File: config.mk
export PLATFORM = sky130hd
export DESIGN_NAME = shift_pipe
export DESIGN_NICKNAME = d
export VERILOG_FILES = /design/src/rtl/shift_pkg.sv /design/src/rtl/shift_core.sv /design/src/rtl/shift_pipe.sv
export SDC_FILE = /design/constraint.sdc
export NUM_CORES = 1
export LEC_CHECK = 0
export ABC_AREA = 1
export BUFFER_PORTS_ARGS = -buffer_cell sky130_fd_sc_hd__buf_2
export CELL_PAD_IN_SITES_DETAIL_PLACEMENT = 1
export CELL_PAD_IN_SITES_GLOBAL_PLACEMENT = 2
export CORE_ASPECT_RATIO = 2
export CORE_MARGIN = 2
export CORE_UTILIZATION = 33
export DETAILED_ROUTE_END_ITERATION = 7
export GPL_TIMING_DRIVEN = 0
export HOLD_SLACK_MARGIN = 0.03
export PLACE_DENSITY = 0.91
export SLEW_MARGIN = 20
export SYNTH_ARGS = -nofsm -noshare
export SYNTH_HDL_FRONTEND = slang
export SYNTH_SLANG_ARGS = --single-unit
export TNS_END_PERCENT = 100
File: constraint.sdc
create_clock -name clk -period 3.3 [get_ports clk]
set_clock_uncertainty 0.15 [all_clocks]
set_input_delay 0.165 -clock clk [delete_from_list [all_inputs] [get_ports clk]]
set_output_delay 0.165 -clock clk [all_outputs]
set_load 0.05 [all_outputs]
File: src/rtl/shift_pkg.sv
// Shared definitions for the shift pipeline: default widths and the op encoding
// used on in_op.
package shift_pkg;

    localparam int N_DEF = 16;
    localparam int C_DEF = 4;

    typedef enum logic [1:0] {
        OP_SRA = 2'b00,
        OP_SRL = 2'b01,
        OP_SLL = 2'b10,
        OP_ROR = 2'b11
    } shift_op_e;

endpackage

File: src/rtl/shift_core.sv
// Combinational N-bit shifter: log2(N) right-shift mux layers with a per-layer fill.
// SLL reuses the right-shift path between two bit reversals.
module shift_core
    import shift_pkg::*;
#(
    parameter int N = N_DEF,
    parameter int C = C_DEF
) (
    input  logic [N-1:0] data_i,
    input  logic [C-1:0] cnt_i,
    input  logic [1:0]   op_i,
    output logic [N-1:0] res_o
);

    function automatic logic [N-1:0] bit_rev(input logic [N-1:0] v);
        logic [N-1:0] r;
        for (int i = 0; i < N; i++) begin
            r[i] = v[N-1-i];
        end
        return r;
    endfunction

    logic         is_sll;
    logic         is_ror;
    logic         fill_bit;
    logic [N-1:0] layer [C+1];

    assign is_sll   = (op_i == OP_SLL);
    assign is_ror   = (op_i == OP_ROR);
    assign fill_bit = (op_i == OP_SRA) && data_i[N-1];
    assign layer[0] = is_sll ? bit_rev(data_i) : data_i;

    // Layer k shifts by 2**k; ROR wraps the bits shifted out back into the top.
    for (genvar k = 0; k < C; k++) begin : g_layer
        localparam int S = 1 << k;
        logic [S-1:0] fill;
        always_comb begin
            fill = is_ror ? layer[k][S-1:0] : {S{fill_bit}};
        end
        assign layer[k+1] = cnt_i[k] ? {fill, layer[k][N-1:S]} : layer[k];
    end

    assign res_o = is_sll ? bit_rev(layer[C]) : layer[C];

endmodule

File: src/rtl/shift_pipe.sv
// Two-stage elastic shift unit: stage A holds operands, stage B holds the result.
// Full backpressure; in_ready depends combinationally on out_ready only.
module shift_pipe
    import shift_pkg::*;
#(
    parameter int N = N_DEF,
    parameter int C = C_DEF
) (
    input  logic         clk,
    input  logic         rst_n,
    input  logic         flush,
    input  logic         in_valid,
    output logic         in_ready,
    input  logic [N-1:0] in_data,
    input  logic [C-1:0] in_cnt,
    input  logic [1:0]   in_op,
    output logic         out_valid,
    input  logic         out_ready,
    output logic [N-1:0] out_data,
    output logic         out_zero
);

    logic         vld_p0_q, vld_p0_d;
    logic [N-1:0] data_p0_q, data_p0_d;
    logic [C-1:0] cnt_p0_q, cnt_p0_d;
    logic [1:0]   op_p0_q, op_p0_d;

    logic         vld_p1_q, vld_p1_d;
    logic [N-1:0] res_p1_q, res_p1_d;
    logic         zero_p1_q, zero_p1_d;

    logic         a_adv;
    logic         accept;
    logic [N-1:0] core_res;

    assign a_adv    = vld_p0_q && (!vld_p1_q || out_ready);
    assign in_ready = !vld_p0_q || a_adv;
    assign accept   = in_valid && in_ready;

    shift_core #(.N(N), .C(C)) u_core (
        .data_i (data_p0_q),
        .cnt_i  (cnt_p0_q),
        .op_i   (op_p0_q),
        .res_o  (core_res)
    );

    // Stage A: operand register
    always_comb begin
        vld_p0_d  = vld_p0_q;
        data_p0_d = data_p0_q;
        cnt_p0_d  = cnt_p0_q;
        op_p0_d   = op_p0_q;
        if (flush) begin
            vld_p0_d = 1'b0;
        end else if (accept) begin
            vld_p0_d  = 1'b1;
            data_p0_d = in_data;
            cnt_p0_d  = in_cnt;
            op_p0_d   = in_op;
        end else if (!(vld_p0_q && !a_adv)) begin
            vld_p0_d = 1'b0;
        end
    end

    // Stage B: result register
    always_comb begin
        vld_p1_d  = vld_p1_q;
        res_p1_d  = res_p1_q;
        zero_p1_d = zero_p1_q;
        if (flush) begin
            vld_p1_d = 1'b0;
        end else if (a_adv) begin
            vld_p1_d  = 1'b1;
            res_p1_d  = core_res;
            zero_p1_d = (core_res == '0);
        end else if (out_ready) begin
            vld_p1_d = 1'b0;
        end
    end

    always_ff @(posedge clk) begin
        if (!rst_n) begin
            vld_p0_q  <= 1'b0;
            data_p0_q <= '0;
            cnt_p0_q  <= '0;
            op_p0_q   <= '0;
            vld_p1_q  <= 1'b0;
            res_p1_q  <= '0;
            zero_p1_q <= 1'b0;
        end else begin
            vld_p0_q  <= vld_p0_d;
            data_p0_q <= data_p0_d;
            cnt_p0_q  <= cnt_p0_d;
            op_p0_q   <= op_p0_d;
            vld_p1_q  <= vld_p1_d;
            res_p1_q  <= res_p1_d;
            zero_p1_q <= zero_p1_d;
        end
    end

    assign out_valid = vld_p1_q;
    assign out_data  = res_p1_q;
    assign out_zero  = zero_p1_q;

endmodule

==> reports/qor.txt <==
Largest cells by area after synthesis: dfxtp_1 (26%), nand2_1 (18%), nand3_1 (17%), nand3_2 (6.7%), o21ai_0 (5.8%)
Synth warn: 0
Fin Hold WS: 19.3 ps
Min Tclk post-route: 2410 ps
Worst min-delay path category: in2reg
Area grow syn2layout: 23.0%
RSZ-0062 raised after global routing: no
Number of global-route vias before repair: 3831
Critical path arrival: 2480 ps
Leading area contributor after synthesis: dfxtp_1
GR Util met3: 2.63%
Number of synthesized register bits: 41
Tcrit/Tclk final: 72.9%
Drt via density: 5.24
PD cells: 414 nW/um^2
Critical path capture point type: flip-flop
Initial Utilization: 33.7%
Worst VDD drop: 0.198 mV
Cts bufs inserted: 5
Place WS: 889 ps
Static Leak: 1.89 nW
TritonCTS Sinks: 41
Setup ws final: 893 ps
First-pass GRT wire length: 19100 um
Met2 global-route usage: 48.3%
Top-area cell type share of the netlist area: 26.3%
Cell row count: 50
HPWL after DPL: 9790 um
Root Buffer Master: clkbuf_16
Fin nets: 612
Worst R2R Start: cnt_p0_q[0]
Fin. max-slew vios: 0
Die ar.: 10300 um^2
CP Class: reg2reg
DRT Pass-1 Iters: 4
Crit-path max FO: 10
Gr usage total: 24.1%
Starting DRT DRC Count: 126
Layout cells sized above 1: 18.8%
Post-synthesis async set-or-reset flop share: 0%
Synth Area in Compound Gates: 11.0%
Slew Limit Headroom: 47.9%
Worst-skew pair later-pin latency: 290 ps
Syn Inst Count: 512
Max_cap viols: 0
Hold Vio Cnt, Final: 0
Setup bufs post-CTS: 0
DR vias: 3614
Syn Area/Cell: 6.10 um^2
Clock transition at the registers of the reported paths: 70 ps
Setup violators final: 0
XOR/XNOR share of the synthesized area: 0%
CP Launch Point: cnt_p0_q[0]
Port Buffers: 45
Synth top cells by count: nand2_1 (150), nand3_1 (108), nor2_1 (42), dfxtp_1 (41)
Status: completed
Core ar.: 9260 um^2
Global routing usage on met1: 20.8%
Critical Path RT: 3380 ps
Total power: 1.59 mW
Ant. Diodes: 0
Clk buf depth: 2
H-tree levels: 2
TNS Setup: 0 ps
Max Fclk: 415 MHz
Antenna Violating Nets Remaining: 0
Design Area, Final: 3840 um^2
Count leader, synth: nand2_1
Min-delay src: in_cnt[3]
Startpoint Class: flip-flop
Main combinational cell family by area after synthesis: simple AND/OR/NAND/NOR gates
GR peak layer: met2
Post-DP Area: 3480 um^2
Post-Syn Nets: 539
Largest net degree at the start of global routing: 14
Main synth FF type: dfxtp_1
Num ports: 46
Simple-Gate Fraction of Synth Area: 51.8%
CTS tree: done
Die height: 142 um
Cell area after synthesis: 3120 um^2
Worst Tran Pin Value: 776 ps
Routed WL: 11400 um
Mux cell area share after synthesis: 0%
Post-synth EDFFs: 0
Drt drc: 0
RePlAce Congestion: 0.932
DR WL/cell: 16.5 um
Post-synth cell types: 29
Post-synthesis sequential area ratio: 26.3%
Die Wd: 72.8 um
Adder-cell share of the synthesized area: 0%
Global route overflow: 0
Antenna violations before repair: 0
## layout by cell type, fill, tap and decap left out, types with 3 or more instances in the layout
| cell | n |
|---|---|
| nand3_2 | 21 |
| buf_4 | 5 |
| nor2_1 | 42 |
| clkbuf_16 | 5 |
| clkbuf_1 | 10 |
| o211ai_1 | 5 |
| dfxtp_1 | 41 |
| nand2_2 | 7 |
| dlygate4sd3_1 | 21 |
| nand2_1 | 150 |
| buf_6 | 4 |
| nand3_1 | 108 |
| buf_2 | 53 |
| inv_1 | 36 |
| o21ai_0 | 36 |
| nand3_4 | 3 |
| a21oi_1 | 19 |
## repair_timing
action	CTS	global route
endpoints found under the setup margin	0	0
hold endpoints to repair	21	0
gates resized for setup	0	0
hold buffers	21	0
## path summary, 6_finish.rpt
check / cells after the start / end / slack, ps
max: 15 / out_zero / 890
min: 3 / cnt_p0_q[3] / 20
max reg2reg: 15 / out_zero / 890
min reg2reg: 2 / out_zero / 320
## sequential cells by signal, summed over array words and instances, names as in the netlist
register,flops
data_p0_q,16
cnt_p0_q,4
op_p0_q,2
vld_p0_q,1
out_data,16
out_valid,1
out_zero,1
## metal layers
layer	share of wire (%)	wire, um
met1	32	3620
met3	1.6	180
met2	60	6800
met5	0	0
met4	7.0	801
## per-stage QoR
step | utilization, % | instances
after global routing | 41.5 | 690
after CTS | 41.5 | 690
after global placement | 37.6 | 661
after floorplan | - | 512
after detailed placement | 37.6 | 661
final | 41.5 | 690
## final cells by class
| cell class | instances | area (um^2) |
|---|---|---|
| multi-input combinational | 401 | 1960 |
| buffer | 30 | 188 |
| sequential | 41 | 821 |
| tap | 104 | 130 |
| timing repair buffer | 66 | 435 |
| clock buffer | 6 | 139 |
| fill | 1288 | 5420 |
| clock inverter | 2 | 13.8 |
| inverter | 40 | 153 |
## critical path: stages, from the launching register on
cell and delay, ps:
dfxtp_1 300, buf_4 170, inv_4 130, buf_4 210, nand3_1 140, nand3_1 120, nand3_1 210, nand2_1 120
nand2_1 60, nand3_1 120, nand2_1 80, nor2_1 100, nand2_1 60, nor2_1 170, nand2_1 90, a21oi_2 100
## power breakdown
| part | leakage [nW] | switching, mW | internal, mW |
|---|---|---|---|
| clock | 0.0768 | 0.212 | 0.301 |
| combinational | 1.48 | 0.358 | 0.179 |
| sequential | 0.336 | 0.0194 | 0.521 |
| total | 1.89 | 0.590 | 1.00 |
## kinds of logic after synthesis
| kind of cell | count (synthesis) |
|---|---|
| AOI/OAI and AO/OA | 64 |
| buffers and inverters | 70 |
| DFF | 41 |
| and+or+nand+nor | 337 |
(Power assumes the default switching activity.)
